File: config.mk
export PLATFORM = sky130hd
export DESIGN_NAME = display_scan_driver
export DESIGN_NICKNAME = d
export VERILOG_FILES = /design/src/rtl/display_pkg.sv /design/src/rtl/refresh_tick_gen.sv /design/src/rtl/display_scan_driver.sv
export SDC_FILE = /design/constraint.sdc
export NUM_CORES = 1
export LEC_CHECK = 0
export CAP_MARGIN = 20
export CORE_MARGIN = 1
export CORE_UTILIZATION = 55
export DETAILED_ROUTE_END_ITERATION = 16
export MAX_ROUTING_LAYER = met4
export PLACE_DENSITY = 0.79
export SYNTH_ARGS = -nofsm -noshare
export SYNTH_HDL_FRONTEND = slang
export SYNTH_SLANG_ARGS = --single-unit
File: constraint.sdc
create_clock -name clk -period 2.5 [get_ports clk]
set_input_delay 0.25 -clock clk [delete_from_list [all_inputs] [get_ports clk]]
set_output_delay 0.25 -clock clk [all_outputs]
set_load 0.05 [all_outputs]
File: src/rtl/display_pkg.sv
// Shared defaults and types for the multiplexed seven-segment scan driver.
package display_pkg;
  localparam int NUM_DIGITS_DEF = 8;
  localparam int COUNT_MAX_DEF  = 100000;
  localparam int IDX_W_DEF      = (NUM_DIGITS_DEF > 1) ? $clog2(NUM_DIGITS_DEF) : 1;

  typedef logic [IDX_W_DEF-1:0] digit_idx_t;

  // Wide enough for any practical digit count; users slice to NUM_DIGITS.
  localparam logic [63:0] ANODES_OFF = '1;
endpackage

File: src/rtl/refresh_tick_gen.sv
// Refresh prescaler: counts 0..COUNT_MAX-1 and flags the last cycle of each slot.
module refresh_tick_gen
  import display_pkg::*;
#(
  parameter int COUNT_MAX = COUNT_MAX_DEF
) (
  input  logic clk,
  input  logic reset,
  output logic tick
);
  localparam int CW = (COUNT_MAX > 1) ? $clog2(COUNT_MAX) : 1;

  logic [CW-1:0] cnt;

  assign tick = (cnt == CW'(COUNT_MAX - 1));

  always_ff @(posedge clk or posedge reset)
    if (reset)     cnt <= '0;
    else if (tick) cnt <= '0;
    else           cnt <= cnt + 1'b1;
endmodule

File: src/rtl/display_scan_driver.sv
// Multiplexed seven-segment scan driver with per-frame shadow capture.
// Optional leading-zero blanking is compiled in with LEADING_ZERO_BLANK_EN.
module display_scan_driver
  import display_pkg::*;
#(
  parameter int NUM_DIGITS = NUM_DIGITS_DEF,
  parameter int COUNT_MAX  = COUNT_MAX_DEF
) (
  input  logic                    clk,
  input  logic                    reset,
  input  logic [4*NUM_DIGITS-1:0] value_in,
  input  logic [NUM_DIGITS-1:0]   dp_in,
  input  logic                    freeze,
  output logic [3:0]              BCD_out,
  output logic [NUM_DIGITS-1:0]   anodes,
  output logic                    dp_n
);
  localparam int                    IW     = (NUM_DIGITS > 1) ? $clog2(NUM_DIGITS) : 1;
  localparam logic [IW-1:0]         LAST   = IW'(NUM_DIGITS - 1);
  localparam logic [NUM_DIGITS-1:0] AN_OFF = ANODES_OFF[NUM_DIGITS-1:0];

  logic                         tick, frame_start, cap;
  logic [IW-1:0]                idx, idx_nxt;
  logic [NUM_DIGITS-1:0][3:0]   shd_val, shd_val_nxt;
  logic [NUM_DIGITS-1:0]        shd_dp, shd_dp_nxt, blank;

  refresh_tick_gen #(.COUNT_MAX(COUNT_MAX)) u_tick (
    .clk   (clk),
    .reset (reset),
    .tick  (tick)
  );

  assign frame_start = tick && (idx == LAST);
  assign cap         = frame_start && !freeze;
  assign idx_nxt     = !tick ? idx : (idx == LAST) ? '0 : idx + 1'b1;

  // Output mux looks at the next-state shadow so digit 0 of a new frame
  // already shows the value captured on that same edge.
  assign shd_val_nxt = cap ? value_in : shd_val;
  assign shd_dp_nxt  = cap ? dp_in    : shd_dp;

`ifdef LEADING_ZERO_BLANK_EN
  logic [NUM_DIGITS:1] hi_zero;
  assign hi_zero[NUM_DIGITS] = 1'b1;
  assign blank[0]            = 1'b0;
  for (genvar i = NUM_DIGITS - 1; i >= 1; i--) begin : g_blank
    if (i == NUM_DIGITS - 1) begin : g_top
      assign hi_zero[i] = (shd_val_nxt[i] == 4'h0);
    end else begin : g_mid
      assign hi_zero[i] = hi_zero[i+1] && (shd_val_nxt[i] == 4'h0);
    end
    assign blank[i] = hi_zero[i] && !shd_dp_nxt[i];
  end
`else
  assign blank = '0;
`endif

  always_ff @(posedge clk or posedge reset)
    if (reset) begin
      idx     <= '0;
      shd_val <= '0;
      shd_dp  <= '0;
      BCD_out <= 4'h0;
      anodes  <= AN_OFF;
      dp_n    <= 1'b1;
    end else begin
      idx     <= idx_nxt;
      shd_val <= shd_val_nxt;
      shd_dp  <= shd_dp_nxt;
      BCD_out <= shd_val_nxt[idx_nxt];
      anodes  <= blank[idx_nxt] ? AN_OFF : ~(NUM_DIGITS'(1) << idx_nxt);
      dp_n    <= blank[idx_nxt] | ~shd_dp_nxt[idx_nxt];
    end
endmodule

# Yosys cells after proc, flatten, opt, wreduce, memory -nomap -nowiden
# Memories as Yosys holds them, arrays and structs flattened.
# Index checks and enable logic that the tools add are counted.
# op_classes
add_sub_neg	2
n_lt_le_gt_ge	1
n_eq_ne	2
shifts	1
n_mux	11
bitwise	3
n_reduce_logical	3
# ops
op	n
two-way mux 32 bit	1
adder 17 x 1 -> 17 bit (second input constant)	1
== test 17 bit (second input constant)	1
two-way mux 17 bit	1
two-way mux 8 bit	2
binary-select mux 4 bit (select 3 bit)	1
inverter 8 bit	1
left shift 1 x 3 -> 8 bit (first input constant)	1
two-way mux 3 bit	2
less-than comparator 3 x 4 -> 1 bit (second input constant)	1
two-way mux 4 bit	1
adder 3 x 1 -> 3 bit (second input constant)	1
binary-select mux 1 bit (select 3 bit)	1
== test 3 bit (second input constant)	1
logical AND 1 bit	2
two-way mux 1 bit	2
logical NOT 1 bit	1
inverter 1 bit	1
OR 1 bit	1
# totals
regBits	73
rom_bits	8
output_inout_bits	13
elab_cells	38
mem_count	1
# mem_list
memory	depth	word_bits	read_ports	rd_clocked_by_memory_dff	wr	line	rtl
(name not given)	8	1	1	0	0	display_scan_driver.sv:72	dp_n <= blank[idx_nxt] | ~shd_dp_nxt[idx_nxt];

# Depth between registers and ports, before layout
# logic_depth
depth_word	8
ltp_mapped	10

# Modules after synthesis
# Synthesis repeated with hierarchy kept, for this count alone.
# unflattened
cells_unflattened	255
hier_area_um2	3412.0
# modules_own_cells
module	instances	cells_each	area_each_um2	seq_area_each_um2
display_scan_driver	1	180	2586.2	1412.6
refresh_tick_gen	1	75	825.8	425.4

# Least setup slack after synthesis
# Ideal clock, no wire load.
# synth_path
path_type	register to register
start	register u_tick.cnt[0]
end	register BCD_out[0]
arrival_ps	1975
t_required_ps	2366
setup_slack_ps	390
stages_incl_launch_ff	10
n_path_buf	1
synth_period_minus_slack_ps	2110
path_cell_list	dfrtp_1 -> ha_1 -> and4_1 -> and4_1 -> buf_4 -> mux2i_4 -> inv_4 -> mux2_4 -> nand3_1 -> nand4b_1
# synth_lines
element	line	rtl
start: declaration	refresh_tick_gen.sv:13	logic [CW-1:0] cnt;
start signal: assignment	refresh_tick_gen.sv:20	else cnt <= cnt + 1'b1;
== test 17 bit	refresh_tick_gen.sv:15	assign tick = (cnt == CW'(COUNT_MAX - 1));
two-way mux 3 bit	display_scan_driver.sv:35	assign idx_nxt = !tick ? idx : (idx == LAST) ? '0 : idx + 1'b1;
via idx_nxt[0]	display_scan_driver.sv:23	logic [IW-1:0] idx, idx_nxt;
binary-select mux 4 bit (select 3 bit)	display_scan_driver.sv:70	BCD_out <= shd_val_nxt[idx_nxt];
two-way mux 4 bit (implied by the code)	display_scan_driver.sv:70	
end signal: assignment	display_scan_driver.sv:70	
end: declaration	display_scan_driver.sv:14	output logic [3:0] BCD_out,
# The timed path passes the listed nets, and every way through them passes these cells. The select of a mux whose other input is x is not followed.

# Worst setup path in the final report
# layout_path
start	register u_tick.cnt[0]
end	register dp_n
# layout_between
elab_chain_cells	8
# layout_lines
element	line	rtl
== test 17 bit *	refresh_tick_gen.sv:15	
logical AND 1 bit	display_scan_driver.sv:33	assign frame_start = tick && (idx == LAST);
logical AND 1 bit	display_scan_driver.sv:34	assign cap = frame_start && !freeze;
two-way mux 8 bit	display_scan_driver.sv:40	assign shd_dp_nxt = cap ? dp_in : shd_dp;
binary-select mux 1 bit (select 3 bit)	display_scan_driver.sv:72	
two-way mux 1 bit (implied by the code)	display_scan_driver.sv:72	
inverter 1 bit	display_scan_driver.sv:72	
OR 1 bit *	display_scan_driver.sv:72	
end signal: assignment	display_scan_driver.sv:72	
end: declaration	display_scan_driver.sv:16	output logic dp_n
# Every way passes the cells marked *; elsewhere a longest branch is shown, timed or not. The select of a mux whose other input is x is not followed.

==> impl_metrics.tcl <==
set metrics [dict create \
    outcome "complete, no violations" \
    pin_count_of_the_biggest_net_entering_global_routing 74 \
    synth_fp_nets 455 \
    finalCritPeriodShare_pct 92.4 \
    synthSimpleGateAreaFrac_pct 24.2 \
    route.vias.total 3147 \
    power.internal_uw 1810 \
    required_ns 2.78 \
    pwr-share-clk_pct 44.4 \
    syn_to_final_growth_pct 24.6 \
    power_density_nw_per_um2 479 \
    antenna_left 0 \
    report.final.setup_viol 0 \
    die-width_um 85.9 \
    postCtsHoldBufs 0 \
    per_cell_routed_wire_length_um 15.5 \
    max_slew.worst_pin.slew_ns 0.503 \
    initial_core_utilization_pct 57.0 \
    fin_skew_ns 0.00677 \
    syn-instance-count 409 \
    clk-insertion-delay-late_ns 0.35 \
    count_of_pins_on_the_block_boundary 56 \
    total_grt_overflow 0 \
    cts_buffer_depth 2 \
    cts_htree_levels 3 \
    synth_top_family_by_area "simple AND/OR/NAND/NOR gates" \
    final_net_count 517 \
    clkSlewWorstSetupHoldPaths_ns 0.08 \
    p_sw_uw 502 \
    multi_input_area_sq_um 1910 \
    post_synth.cell_area_avg_sq_um 9.46 \
    setup_slack_ns 0.189 \
    final_area_sq_um 4820 \
    kind_of_critical_path "reg -> reg" \
    start_kind "flip-flop" \
    fp.dieArea_sq_um 7380 \
    max-cap-violations 0 \
    timing_max_transition_violations_final 0 \
    n_antenna_cell 0 \
    leakage_power_of_the_design_uw 0.00225 \
    synth_xor_area_share_pct 2.94 \
    grt_first_pass_wirelength_mm 15.2 \
    tritoncts_clock_tree "yes" \
    die_y_um 85.9 \
    critical_path_peak_fanout 10 \
    post_synth_instance_area_sq_um 3870 \
    combinationalPowerShare_pct 4.5 \
    grt_antenna_before_repair 0 \
    min_period_ns 2.31 \
    clkSinkCount 73 \
    yosys_warnings 0 \
    synth-compound-area-share_pct 8.41 \
    synth_ff_type "dfrtp_1" \
    firstDrtPassIters 4 \
    power.share.sequential_pct 51.1 \
    post_drt_via_cell_ratio 5.50 \
    gpl_congestion 0.869 \
    grt_pass1_vias 3195 \
    place_worst_setup_slack_ns 0.113 \
    seq_area_frac_synth_pct 47.5 \
    rows 30 \
    synth_mux_area_share_pct 12.7 \
    placed_cell_area_sq_um 4600 \
    synth_commonest_cells "nand2_1 (143), dfrtp_1 (64), mux2i_1 (21)" \
    postRouteWirelength_mm 8.87 \
    synth_seq_cells 73 \
    placed_cells_incl_taps 556 \
    global_route.usage.total_pct 27.9 \
    filler_cell_count 531 \
    drc 0 \
    synthDominantCellAreaShare_pct 41.4 \
    worst_r2r_path_depth 7 \
    cts_inserted_buffers 9 \
    core_sq_um 6790 \
    count_of_port_buffers_added_during_placement 55 \
    rsz0062_at_grt "false" \
    synth_most_common_cell "nand2_1" \
    synth_top_area_cell "dfrtp_1" \
    synth-edff-count 0 \
    setup-tns-final_ns 0 \
    detailedPlacementHpwl_mm 6.19 \
    power.ir.vdd_worst_mv 0.358 \
    final_layout_size_suffix_gt1_share_pct 15.8 \
    detail_route.iter0.violations 216 \
    clk_root_buffer_cell "clkbuf_8" \
    yosys.area_share.adder_pct 0.970 \
    netSwitchingFraction_pct 21.7 \
    layout.core_utilization_pct 71.0 \
    register_area_sq_um 1840 \
    worst_setup_path_end_kind "flip-flop" \
    final_hold_violation_count 0 \
    holdCritPathClass "in -> async" \
    post_synth_num_cell_types 46 \
    worst_ep_arrival_time_ns 2.59 \
    final_cell_count_no_fill 572 \
    highest_clock_rate_mhz 433 \
    maxSlewHeadroom_pct 66.4 \
    synth-async-reset-ratio_pct 100 \
    ys_top_cells_by_area "dfrtp_1 (41%), nand2_1 (14%), dfstp_2 (6.1%)" \
]
==> power by group through the flow <==
stage                     logic (uW)  registers (uW)  clock network, uW
after floorplan                 19.7            1200                  0
after global placement           106            1200                  0
after detailed placement         106            1200                  0
after CTS                        106            1180               1040
after global routing             114            1180               1090
final                            105            1180               1030
==> cells in the final DEF, fill, tap and decap left out, types with 9 or more instances in the layout <==
master	synthesis	routed
mux2_2	17	17
buf_4	1	17
mux2i_1	21	21
o22ai_1	13	13
clkdlybuf4s50_1	0	55
clkbuf_8	0	9
dfstp_2	9	9
nor2_1	11	10
dfrtp_1	64	64
nand2_1	143	143
==> critical path: stages, from the launching register on <==
cell and delay (ns):
dfrtp_1 0.39, ha_1 0.23, and4_1 0.35, nand4_4 0.28, mux2i_4 0.44, and2_1 0.27, a31oi_1 0.09, and3_1 0.18
==> layout make-up <==
cell class              count  share of cell area, %
multi-input cells         310                   39.7
repair buffers             74                   14.9
inverters                   3                  0.285
well taps                  96                   2.49
clock buffers              10                   2.65
flip-flops and latches     73                   38.1
clock inverters             6                   1.89
==> metal layers <==
layer	vias up	routed length [um]	track usage [%]	part of all wire, %
li1	1528	-	-	-
met1	1500	3870	35.9	44
met2	105	4380	44.1	49
met3	14	470	4.23	5.3
met4	0	146	11.7	1.6
met5	-	0	-	0
==> stage by stage <==
stage / total power [uW] / hold WS, ns
global route: 2380 / 0.345
detailed placement: 1310 / 0.459
floorplan: 1220 / 0.362
finish: 2310 / 0.291
CTS: 2330 / 0.320
global placement: 1310 / 0.461
==> sequential cells by signal (all words and copies together), names as in the netlist <==
register    cells
idx             3
BCD_out         4
anodes          8
u_tick.cnt     17
shd_val        32
dp_n            1
shd_dp          8
==> worst paths after layout <==
path	slack [ns]	end	start
max reg2reg	0.19	dp_n$_DFF_PP1_	u_tick.cnt[0]$_DFF_PP0_
max in group asynchronous	1.84	dp_n$_DFF_PP1_	reset
min	0.29	shd_val[19]$_DFF_PP0_	reset
max	0.19	dp_n$_DFF_PP1_	u_tick.cnt[0]$_DFF_PP0_
min reg2reg	0.48	shd_val[11]$_DFF_PP0_	shd_val[11]$_DFF_PP0_
min in group clk	0.42	shd_val[31]$_DFF_PP0_	value_in[31]
==> logic make-up (layout without fill, tap and decap cells) <==
logic type | Yosys count | after routing
simple gates | 203 | 203
flops | 73 | 73
compound gates | 48 | 48
mux | 43 | 43
buf+inv | 26 | 93
xor+xnor | 13 | 13
fa+ha+maj | 3 | 3
==> what timing repair did <==
item,4_1_cts,5_1_grt
buffers inserted,0,0
resized for setup,0,3
setup endpoints to repair,0,5
Power figures use the tool's default switching activity.
